File: src/rtl/counter_pkg.sv
// Shared definitions for the up- and down-counter family: width helper and
// the down-counter state encoding.
package counter_pkg;

    typedef enum logic [1:0] {
        IDLE = 2'd0,
        RUN  = 2'd1,
        DONE = 2'd2
    } down_state_e;

    // Smallest width able to index 'value' distinct codes; never less than 1.
    function automatic int CeilLog2(input int value);
        int r;
        r = 0;
        for (int i = 0; i < 31; i++) begin
            if ((1 << i) < value) begin
                r = i + 1;
            end
        end
        if (r < 1) begin
            r = 1;
        end
        return r;
    endfunction

endpackage

File: src/rtl/counter_down_loadable.sv
// Loadable down-counter/timer: start/abort handshake, saturating load,
// optional auto-reload and a one-cycle done pulse at terminal count.
module counter_down_loadable
    import counter_pkg::*;
#(
    parameter int Maximum_Value   = 9,
    parameter int NBitsForCounter = CeilLog2(Maximum_Value + 1),
    parameter int Auto_Reload     = 0
) (
    input  logic                       clk,
    input  logic                       rst,
    input  logic                       enb,
    input  logic                       start,
    input  logic [NBitsForCounter-1:0] load_value,
    input  logic                       abort,
    output logic                       busy,
    output logic                       Flag,
    output logic                       done,
    output logic [NBitsForCounter-1:0] Counting
);

    localparam logic [NBitsForCounter-1:0] MAX_C = NBitsForCounter'(Maximum_Value);
    localparam logic [NBitsForCounter-1:0] ONE_C = NBitsForCounter'(1);

    down_state_e                state_q, state_d;
    logic [NBitsForCounter-1:0] count_q, count_d;
    logic [NBitsForCounter-1:0] latch_q, latch_d;
    logic                       done_q, done_d;
    logic [NBitsForCounter-1:0] load_sat;

    assign load_sat = (load_value > MAX_C) ? MAX_C : load_value;

    always_comb begin
        state_d = state_q;
        count_d = count_q;
        latch_d = latch_q;
        done_d  = 1'b0;
        case (state_q)
            IDLE: begin
                count_d = '0;
                if (start) begin
                    latch_d = load_sat;
                    if (load_sat != '0) begin
                        count_d = load_sat;
                        state_d = RUN;
                    end else begin
                        done_d  = 1'b1;
                        state_d = DONE;
                    end
                end
            end
            RUN: begin
                if (abort) begin
                    count_d = '0;
                    state_d = IDLE;
                end else if (enb) begin
                    if (count_q > ONE_C) begin
                        count_d = count_q - ONE_C;
                    end else begin
                        // Terminal tick; a zero count in RUN is treated the same so it cannot underflow.
                        done_d = 1'b1;
                        if (Auto_Reload != 0) begin
                            count_d = latch_q;
                        end else begin
                            count_d = '0;
                            state_d = DONE;
                        end
                    end
                end
            end
            DONE: begin
                count_d = '0;
                state_d = IDLE;
            end
            default: begin
                count_d = '0;
                state_d = IDLE;
            end
        endcase
    end

    always_ff @(posedge clk or negedge rst) begin
        if (!rst) begin
            state_q <= IDLE;
            count_q <= '0;
            latch_q <= '0;
            done_q  <= 1'b0;
        end else begin
            state_q <= state_d;
            count_q <= count_d;
            latch_q <= latch_d;
            done_q  <= done_d;
        end
    end

    assign busy     = (state_q != IDLE);
    assign Flag     = (state_q == RUN) && (count_q == ONE_C);
    assign done     = done_q;
    assign Counting = count_q;

endmodule
File: config.mk
export PLATFORM = sky130hd
export DESIGN_NAME = counter_down_loadable
export DESIGN_NICKNAME = d
export VERILOG_FILES = /design/src/rtl/counter_pkg.sv /design/src/rtl/counter_down_loadable.sv
export SDC_FILE = /design/constraint.sdc
export NUM_CORES = 1
export LEC_CHECK = 0
export BUFFER_PORTS_ARGS = -buffer_cell sky130_fd_sc_hd__buf_2
export CELL_PAD_IN_SITES_DETAIL_PLACEMENT = 0
export CELL_PAD_IN_SITES_GLOBAL_PLACEMENT = 1
export CORE_AREA = 10 10 47 49
export DETAILED_ROUTE_END_ITERATION = 6
export DIE_AREA = 0 0 57 59
export PLACE_DENSITY_LB_ADDON = 0.1
export SYNTH_ARGS = -nofsm -noshare
export SYNTH_HDL_FRONTEND = slang
export SYNTH_SLANG_ARGS = --single-unit
File: constraint.sdc
create_clock -name clk -period 3.2 [get_ports clk]
set_input_delay 0.32 -clock clk [delete_from_list [all_inputs] [get_ports clk]]
set_output_delay 0.32 -clock clk [all_outputs]
set_load 0.05 [all_outputs]
# Word level (Yosys, flattened, before mapping)
# Index checks and enable logic that the tools add are counted.
# word_totals
regBits	7
latchBits	0
mem_bits_rw	0
romBits	0
inputBits	9
output_inout_bits	7
elab_cells	35
n_memories	0
# op_classes
add_sub_neg	1
multipliers	0
div_mod_pow	0
magnitude_cmp	2
n_eq_ne	5
n_shift	0
mux	19
bitwise	0
n_reduce_logical	5
# ops
cell	n
2-to-1 mux 4 bit	6
2-to-1 mux 2 bit	5
case mux 4 bit (2 select lines)	1
inequality test 3 bit, second input constant	2
2-to-1 mux 1 bit	5
equality test 4 x 1 -> 1 bit, second input constant	1
greater-than comparator 4 x 1 -> 1 bit, second input constant	1
greater-than comparator 4 bit, second input constant	1
case mux 2 bit (2 select lines)	1
nonzero test 4 bit	1
subtractor 4 x 1 -> 4 bit, second input constant	1
AND reduction 3 bit	1
equality test 2 x 1 -> 1 bit, second input constant	1
zero test 2 bit	1
inequality test 2 bit, second input constant	1
case mux 1 bit (2 select lines)	1
nonzero test 2 bit	1
logical AND 1 bit	1

# Logic depth before layout (Yosys ltp)
# Gate-level depths: netlist of run 1.
# logic_depth
ltp_word	6
mapped_depth	5
ltp_nobuf	5

# Worst setup path after synthesis of run 1
# No wires, ideal clock.
# synth_timing
path_type	register -> output
from	register count_q[0], in the netlist Counting[0]
to	output port Flag
arrival_ps	1339
required_time_ps	2880
path_slack_ps	1541
path_stages_with_launch	3
cell_sequence	dfrtp_1 -> ha_1 -> and4b_2
# synth_between
elab_chain_cells	2
# synth_rtl
item	line_no	source
from (decl)	counter_down_loadable.sv:26	logic [NBitsForCounter-1:0] count_q, count_d;
from (signal assigned)	counter_down_loadable.sv:90	count_q <= count_d;
equality test 4 x 1 -> 1 bit	counter_down_loadable.sv:97	assign Flag = (state_q == RUN) && (count_q == ONE_C);
logical AND 1 bit	counter_down_loadable.sv:97	
to (decl)	counter_down_loadable.sv:17	output logic Flag,
# No other way between the ends.

# Worst setup path in the final report of run 1
# layout_timing
from	register count_q[1], in the netlist Counting[1]
to	output port Flag
# The elaborated chain is that of the path after synthesis.

==> flow_summary.yaml, run 1 <==
outcome:
  outcome: "completed"
setup_path:
  ff2ff_setup_slack_ns: 1.80
  worstPathRequired_ns: 2.88
  cpMaxStageDelayCell: "dfrtp_1"
  cp-start-kind: "flip-flop"
  crit_family: "flip-flops"
  critPathKind: "reg -> out"
  cp-end-kind: "output port"
  crit_chain: "inv_1 > ha_1 > and4b_2 > buf_2"
  worst_r2r_path_depth: 3
  cp-startpoint: "Counting[1]"
  crit_end: "Flag"
  path_buf_inv: 2
  worstReg2RegEnd: "Counting[2]"
  critical_path_depth: 4
  max_stage_delay_ns: 0.38
  reg2reg_from: "state_q[1]"
  crit_arrival_ns: 1.40
  worstPathMaxFanout: 4
routing:
  drtAntennaViolNets: 0
  wl_met3_microns: 67
  top_layer_used: "met4"
  drcViolationCount: 0
  met2_length_microns: 494
  firstDrtPassIters: 2
  via_per_inst: 5.05
  drt_iter0_drc: 4
  wl_met1_microns: 509
  wirelength_mm: 1.09
  vias: 424
  routedWlPerCell_microns: 13.0
timing:
  finClkSkew_ns: 0.00292
  period_needed_ns: 1.72
  tightest_slew_ns: 0.326
  drv_slew: 0
  final-hold-violation-count: 0
  max_freq_mhz: 581
  rsz0062_at_grt: "false"
  setup_viol: 0
  setup_tns_ns: 0
  worst_slack_ns: 1.48
  slew_headroom_pct: 78.0
  hold_slack_ns: 0.300
  final.period_utilization_pct: 53.8
final_layout:
  multiInputGateArea_sq_um: 239
  nets: 80
  n_antenna_cell: 0
  fin_util_pct: 40.3
  nFillCells: 157
  area.growth.synth_to_final_pct: 28.9
  design_area_sq_um: 564
  drive_gt1_share_pct: 29.4
  ff_latch_area_sq_um: 175
synth:
  synth_area_sq_um: 438
  avgSynthCellArea_sq_um: 8.94
  ys_seq_area_share_pct: 40.0
  syn_nets: 60
  ys_ff_latch: 7
  ys_warn_count: 0
  synth_cells: 49
  synth_cell_types: 21
power:
  vdd_drop_max_uv: 230
  p_leak_nw: 0.278
  powerDensity_mw_per_mm2: 657
grt:
  grt_max_degree: 9
  grt_use_total_pct: 6.99
  grt_pass1_wl_mm: 1.87
  overflow: 0
  grt_pass1_vias: 434
  antenna_found_initial: 0
placed_design:
  dp_worst_setup_slack_ns: 1.73
  postPlaceCellArea_sq_um: 528
  io_buffer_count: 15
  gp_congestion: 0.717
  dp_hpwl_microns: 915
die:
  start_util_pct: 31.3
  row_count: 14
  dieArea_sq_mm: 0.00336
  coreArea_sq_mm: 0.00140
  die_h_microns: 59
  io_pins: 16
  fp.dieW_microns: 57
clock_network:
  numCtsBuffers: 3
  tritoncts: "yes"
  clk_pin_slew_ns: 0.05
  cts.sinks: 7
  htreeDepth: 1
  ctsLongestPathBuffers: 2
  cts-root-buf: "clkbuf_4"
  clk_latency_ns: 0.25
hold_path:
  hp-class: "in -> reg"
flow_run:
  maxCapViolations: 0
-- kinds of logic (layout without fill, tap and decap cells) --
logic type	Yosys count	after routing	share of synthesized area, %
simple gates	20	20	23.4
compound gates	13	13	23.1
buf+inv	6	25	5.43
mux	1	1	2.29
flops	7	7	40.0
fa+ha+maj	2	2	5.71
-- layout by cell type, fill, tap and decap left out, types with 2 or more instances in the layout --
master and count:
a21oi_1 2, a32o_1 2, buf_2 15, clkbuf_4 3
dfrtp_1 7, ha_1 2, inv_1 5, nand2_1 5
nor2_1 8, nor2b_1 2, o22ai_1 4
-- synthesized netlist by cell type (all sizes together) --
library cell,instances,area (sq um)
a21oi,2,10.0
a2bb2oi,1,8.76
a32o,2,20.0
and4b,1,11.3
buf,1,5.00
dfrtp,7,175
ha,2,25.0
inv,5,18.8
mux2i,1,10.0
nand2,5,18.8
nor2,8,30.0
nor2b,2,12.5
nor3,1,5.00
nor3b,1,7.51
nor4b,1,8.76
o211ai,1,7.51
o21ai,1,5.00
o22ai,4,25.0
o32ai,2,25.0
or3b,1,8.76
-- registers in the layout (all words and copies together) (netlist names) --
register	flops
Counting	4
done	1
state_q	2
-- layout make-up --
cell class | instances | share of cell area [%]
Clock buffer | 4 | 4.66
Inverter | 5 | 3.33
Multi-Input combinational cell | 36 | 42.4
Sequential cell | 7 | 31.0
Tap cell | 16 | 3.55
Timing Repair Buffer | 16 | 15.1
-- per-stage QoR --
stage | cells | power [W]
after floorplan | 49 | 0.000251
after global placement | 79 | 0.000296
after detailed placement | 79 | 0.000294
after CTS | 84 | 0.000377
after global routing | 84 | 0.000398
final | 84 | 0.000371
-- worst min path at each step --
stage / start / to / slack, ns / cells after the start
global route: load_value[3] / Counting[1] / 0.32 / 2
global placement: rst / Counting[2] / 0.16 / 1
detailed placement: rst / Counting[2] / 0.16 / 1
finish: load_value[3] / Counting[1] / 0.30 / 2
floorplan: rst / Counting[0] / 0.02 / 0
CTS: load_value[3] / Counting[1] / 0.29 / 2
-- worst register-to-register path: cells and delay by family, from the launching register on --
kind,cells,cell delay (ns)
simple gates,1,0.50
compound gates,2,0.43
flops,1,0.41
-- per-layer routing --
layer / global-route usage [%] / up-vias
met1: 7.57 / 189
met5: 0 / -
met3: 3.22 / 4
li1: - / 218
met2: 10.5 / 13
met4: 5.03 / 0
-- what timing repair did --
action | CTS | global route
gates resized for setup | 0 | 0
endpoints found under the hold margin | 7 | 0
hold buffers | 1 | 0
setup buffers | 0 | 0
-- power breakdown --
group | switching (W) | internal, W | leakage [nW]
Clock | 0.0000323 | 0.0000476 | 0.0150
Combinational | 0.000117 | 0.0000541 | 0.170
Sequential | 0.0000158 | 0.000103 | 0.0931
(Power assumes the default switching activity.)
==> run 2, diff against run 1 <==
--- a/config.mk
+++ b/config.mk
@@ -8,9 +8,9 @@
 export BUFFER_PORTS_ARGS = -buffer_cell sky130_fd_sc_hd__buf_2
 export CELL_PAD_IN_SITES_DETAIL_PLACEMENT = 0
 export CELL_PAD_IN_SITES_GLOBAL_PLACEMENT = 1
-export CORE_AREA = 10 10 47 49
+export CORE_MARGIN = 10
+export CORE_UTILIZATION = 32
 export DETAILED_ROUTE_END_ITERATION = 6
-export DIE_AREA = 0 0 57 59
 export PLACE_DENSITY_LB_ADDON = 0.1
 export SYNTH_ARGS = -nofsm -noshare
 export SYNTH_HDL_FRONTEND = slang
==> constraint.sdc (replaced) <==
create_clock -name clk -period 1.75 [get_ports clk]
set_input_delay 0.175 -clock clk [delete_from_list [all_inputs] [get_ports clk]]
set_output_delay 0.175 -clock clk [all_outputs]
set_load 0.05 [all_outputs]
==> run 2 against run 1 <==
Sequential share of layout area is 0.069 points higher. Non-clock buffer count stayed put. Clock power is 79% higher. Clock-buffer cell count stayed put. Final area is 0.22% lower. Global-route usage is 0.056 points lower. Total power is 83% higher. Register-to-register slack worse by 1.4 ns. Core utilization is 3.0 points higher. Combinational power is 85% higher. Critical path type unchanged. Highest routed layer unchanged.
==> flow_summary.yaml, run 2 (synthesis gave the netlist of run 1 again) <==
outcome:
  outcome: "completed"
timing:
  final-hold-violation-count: 0
  max_freq_mhz: 624
  drv_slew: 0
  finClkSkew_ns: 0.00131
  final.period_utilization_pct: 91.6
  setup_viol: 0
  rsz0062_at_grt: "false"
  slew_headroom_pct: 77.7
  setup_tns_ns: 0
  tightest_slew_ns: 0.330
  period_needed_ns: 1.60
routing:
  vias: 438
  firstDrtPassIters: 4
  routedWlPerCell_microns: 13.5
  via_per_inst: 5.28
  drcViolationCount: 0
  wirelength_mm: 1.12
  drtAntennaViolNets: 0
  drt_iter0_drc: 21
final_layout:
  layout_commonest_cell: "buf_2"
  ff_latch_area_sq_um: 175
  nFillCells: 137
  design_area_sq_um: 563
  n_antenna_cell: 0
  drive_gt1_share_pct: 29.4
  area.growth.synth_to_final_pct: 28.6
  multiInputGateArea_sq_um: 239
  final_cell_mix: "buf_2 (15), nor2_1 (8), dfrtp_1 (7)"
  largest_register_ffs: 4
  nets: 80
power:
  p_switching_w: 0.000301
  switching_share_pct: 44.5
  p_leak_nw: 0.278
  powerDensity_mw_per_mm2: 1200
  p_comb_share_pct: 46.7
  vdd_drop_max_uv: 381
  p_seq_share_pct: 32.2
  p_int_w: 0.000376
  pwr-share-clk_pct: 21.1
clock_network:
  cts-root-buf: "clkbuf_4"
  htreeDepth: 1
  tritoncts: "yes"
  cts.sinks: 7
  numCtsBuffers: 3
  clk_latency_ns: 0.25
  ctsLongestPathBuffers: 2
  clk_pin_slew_ns: 0.05
grt:
  use_met1_pct: 8.18
  grt_use_met2_pct: 10.2
  grtUsageMet3_pct: 2.21
  grt_pass1_wl_mm: 1.83
  grt_max_degree: 9
  grt_use_total_pct: 6.93
  overflow: 0
  gr-max-usage-layer: "met2"
  grt_pass1_vias: 429
  antenna_found_initial: 0
setup_path:
  crit_arrival_ns: 1.43
  reg2reg_from: "state_q[1]"
  worstPathMaxFanout: 4
  cp-start-kind: "flip-flop"
  max_stage_delay_ns: 0.38
  cp-end-kind: "output port"
  worst_r2r_path_depth: 3
  critPathKind: "reg -> out"
  worstReg2RegEnd: "Counting[2]"
  cpMaxStageDelayCell: "dfrtp_1"
  worstPathRequired_ns: 1.57
  ff2ff_setup_slack_ns: 0.36
  crit_chain: "inv_1 > ha_1 > and4b_2 > buf_2"
hold_path:
  hold_path.startpoint: "load_value[3]"
  holdPathEnd: "Counting[1]"
  hp-class: "in -> reg"
  whs_path_depth: 2
die:
  row_count: 13
  coreArea_sq_mm: 0.00130
  die_h_microns: 57.0
  io_pins: 16
  start_util_pct: 33.7
  dieArea_sq_mm: 0.00325
  fp.dieW_microns: 57.0
flow_run:
  maxCapViolations: 0
placed_design:
  gp_congestion: 0.719
  io_buffer_count: 15
  dp_hpwl_microns: 917
  postPlaceCellArea_sq_um: 527
run 2: metrics by stage:
stage	cells	total power, W	worst slack, ns	utilization [%]	hold slack, ns
after floorplan	49	0.000459	0.220	-	-0.121
final	83	0.000677	0.147	43.3	0.169
after detailed placement	78	0.000536	0.363	40.5	0.0157
after global placement	78	0.000541	0.383	40.5	0.0141
after global routing	83	0.000722	0.0708	43.3	0.176
after CTS	83	0.000685	0.134	43.3	0.169
run 2: metal layers:
layer | routed length (microns) | up-vias | part of all wire, %
li1 | - | 217 | -
met1 | 513 | 200 | 46
met2 | 517 | 18 | 46
met3 | 61 | 3 | 5.5
met4 | 24 | 0 | 2.1
met5 | 0 | - | 0
run 2: critical path, delay by kind of cell, from the launching register on:
family	cells	cell delay, ns
buffers and inverters	2	0.36
adders and majority gates	1	0.22
DFF	1	0.38
and+or+nand+nor	1	0.22
run 2: worst max-delay path by stage:
stage           startpoint           to  slack, ns  cells past startpoint
2_1_floorplan  Counting[0]  Counting[0]       0.22                      5
4_1_cts        Counting[1]         Flag       0.13                      4
6_report       Counting[1]         Flag       0.15                      4
3_5_place_dp    state_q[1]  Counting[2]       0.36                      3
3_3_place_gp    state_q[1]  Counting[2]       0.38                      3
5_1_grt        Counting[1]         Flag       0.07                      4
run 2: layout make-up:
cell class	instances	share of cell area [%]
well taps	15	3.33
flip-flops and latches	7	31.1
inverters	5	3.33
multi-input cells	36	42.4
repair buffers	16	15.1
clock buffers	4	4.67
run 2: timing repair:
| action | 4_1_cts | 5_1_grt |
|---|---|---|
| setup buffers | 0 | 0 |
| hold endpoints to repair | 7 | 0 |
| resized for setup | 0 | 0 |
| hold buffers | 1 | 0 |
run 2: power by group through the flow:
stage / Sequential [W] / Combinational, W / Clock (W)
after global placement: 0.000221 / 0.000320 / 0
after global routing: 0.000225 / 0.000345 / 0.000152
final: 0.000218 / 0.000316 / 0.000143
after CTS: 0.000218 / 0.000319 / 0.000148
after floorplan: 0.000280 / 0.000180 / 0
after detailed placement: 0.000221 / 0.000315 / 0
==> run 3, diff against run 2 <==
--- a/config.mk
+++ b/config.mk
@@ -8,7 +8,6 @@
 export BUFFER_PORTS_ARGS = -buffer_cell sky130_fd_sc_hd__buf_2
 export CELL_PAD_IN_SITES_DETAIL_PLACEMENT = 0
 export CELL_PAD_IN_SITES_GLOBAL_PLACEMENT = 1
-export CORE_MARGIN = 10
 export CORE_UTILIZATION = 32
 export DETAILED_ROUTE_END_ITERATION = 6
 export PLACE_DENSITY_LB_ADDON = 0.1
==> constraint.sdc (replaced) <==
create_clock -name clk -period 1.8 [get_ports clk]
set_input_delay 0.18 -clock clk [delete_from_list [all_inputs] [get_ports clk]]
set_output_delay 0.18 -clock clk [all_outputs]
set_load 0.05 [all_outputs]
==> run 3 against run 2 <==
Flip-flop and latch count unchanged. First-iteration DRC count down 71%. Total power down 2.7%. Die area down 53%. Non-clock buffer count unchanged. Core utilization up 4.1 points. Sequential share of layout area up 0.069 points. Via count down 0.68%. Worst setup slack better by 0.065 ns. Sequential power down 2%. Final area down 0.22%. Critical path type unchanged. Critical endpoint unchanged. Largest cell class unchanged.
==> flow_summary.yaml, run 3 (synthesis gave the netlist of run 1 again) <==
outcome:
  outcome: "completed"
hold_path:
  hp-class: "in -> reg"
  hold_path.startpoint: "load_value[3]"
  whs_path_depth: 2
  holdPathEnd: "Counting[1]"
die:
  start_util_pct: 36.9
  coreArea_sq_mm: 0.00119
  row_count: 12
  dieArea_sq_mm: 0.00152
  fp.dieW_microns: 39.0
  die_h_microns: 39.0
  io_pins: 16
routing:
  vias: 435
  routedWlPerCell_microns: 11.7
  drtAntennaViolNets: 0
  firstDrtPassIters: 4
  wirelength_microns: 957
  drt_iter0_drc: 6
  via_per_inst: 5.30
  drcViolationCount: 0
grt:
  grt_pass1_wl_mm: 1.50
  overflow: 0
  antenna_found_initial: 0
  grt_pass1_vias: 355
  grt_use_total_pct: 14.8
  grt_max_degree: 9
setup_path:
  critPathKind: "reg -> out"
  max_stage_delay_ns: 0.39
  crit_arrival_ns: 1.41
  worstReg2RegEnd: "Counting[2]"
  worstPathMaxFanout: 4
  worstPathRequired_ns: 1.62
  cpMaxStageDelayCell: "dfrtp_1"
  reg2reg_from: "state_q[1]"
  worst_r2r_path_depth: 3
  cp-start-kind: "flip-flop"
  path_buf_inv: 2
  cp-end-kind: "output port"
  ff2ff_setup_slack_ns: 0.40
  crit_chain: "inv_1 > ha_1 > and4b_2 > buf_2"
  crit_family: "flip-flops"
flow_run:
  maxCapViolations: 0
placed_design:
  dp_worst_setup_slack_ns: 0.409
  io_buffer_count: 15
  dp_hpwl_microns: 747
  gp_congestion: 0.681
timing:
  finClkSkew_ns: 0.00384
  final-hold-violation-count: 0
  setup_tns_ns: 0
  tightest_slew_ns: 0.324
  rsz0062_at_grt: "false"
  setup_viol: 0
  drv_slew: 0
  max_freq_mhz: 630
  hold_slack_ns: 0.182
  period_needed_ns: 1.59
  slew_headroom_pct: 78.1
  final.period_utilization_pct: 88.2
  worst_slack_ns: 0.212
final_layout:
  drive_gt1_share_pct: 29.4
  nFillCells: 121
  layout_commonest_cell: "buf_2"
  ff_latch_area_sq_um: 175
  fin_util_pct: 47.4
  final_cell_mix: "buf_2 (15), nor2_1 (8), dfrtp_1 (7)"
  nets: 80
  area.growth.synth_to_final_pct: 28.3
  largest_register_ffs: 4
  n_antenna_cell: 0
  multiInputGateArea_sq_um: 239
clock_network:
  cts-root-buf: "clkbuf_4"
  tritoncts: "yes"
  numCtsBuffers: 3
  htreeDepth: 1
  ctsLongestPathBuffers: 2
  post-cts-setup-buffers: 0
  clk_latency_ns: 0.25
  cts.sinks: 7
  clk_pin_slew_ns: 0.05
power:
  powerDensity_mw_per_mm2: 1170
  vdd_drop_max_uv: 566
  p_leak_nw: 0.278
run 3: cell counts in the layout (fill, tap and decap cells not counted):
No cell type changed its count.
run 3: what timing repair did:
action / 4_1_cts / 5_1_grt
hold buffers: 1 / 0
resized for setup: 0 / 0
hold endpoints to repair: 7 / 0
run 3: worst max-delay path by stage:
| stage | startpoint | end | depth (start not counted) |
|---|---|---|---|
| global placement | Counting[0] | Counting[1] | 5 |
| global route | Counting[1] | Flag | 4 |
| detailed placement | state_q[1] | Counting[2] | 3 |
| finish | Counting[1] | Flag | 4 |
| floorplan | Counting[0] | Counting[0] | 5 |
| CTS | Counting[1] | Flag | 4 |
run 3: stage by stage:
stage	power (W)	instance area, sq um	cells
2_1_floorplan	0.000447	438	49
3_3_place_gp	0.000522	526	77
3_5_place_dp	0.000519	526	77
4_1_cts	0.000666	562	82
5_1_grt	0.000705	562	82
6_report	0.000658	562	82
run 3: layout make-up:
type | instances | area share [%]
multi-input combinational | 36 | 42.5
sequential | 7 | 31.2
timing repair buffer | 16 | 15.1
clock buffer | 4 | 4.68
inverter | 5 | 3.34
tap | 14 | 3.12
run 3: routing by layer:
layer  vias up  GRT usage, %  part of all wire (%)
met5         -             0                     0
met4         0          7.76                     0
met3         0          1.73                   5.3
met2        18          21.7                    46
met1       199          21.1                    49
li1        218             -                     -
run 3: power by group:
group          total [W]  internal (W)  switching, W
registers       0.000214      0.000184     0.0000296
logic           0.000305     0.0000962      0.000209
clock network   0.000140     0.0000844     0.0000554
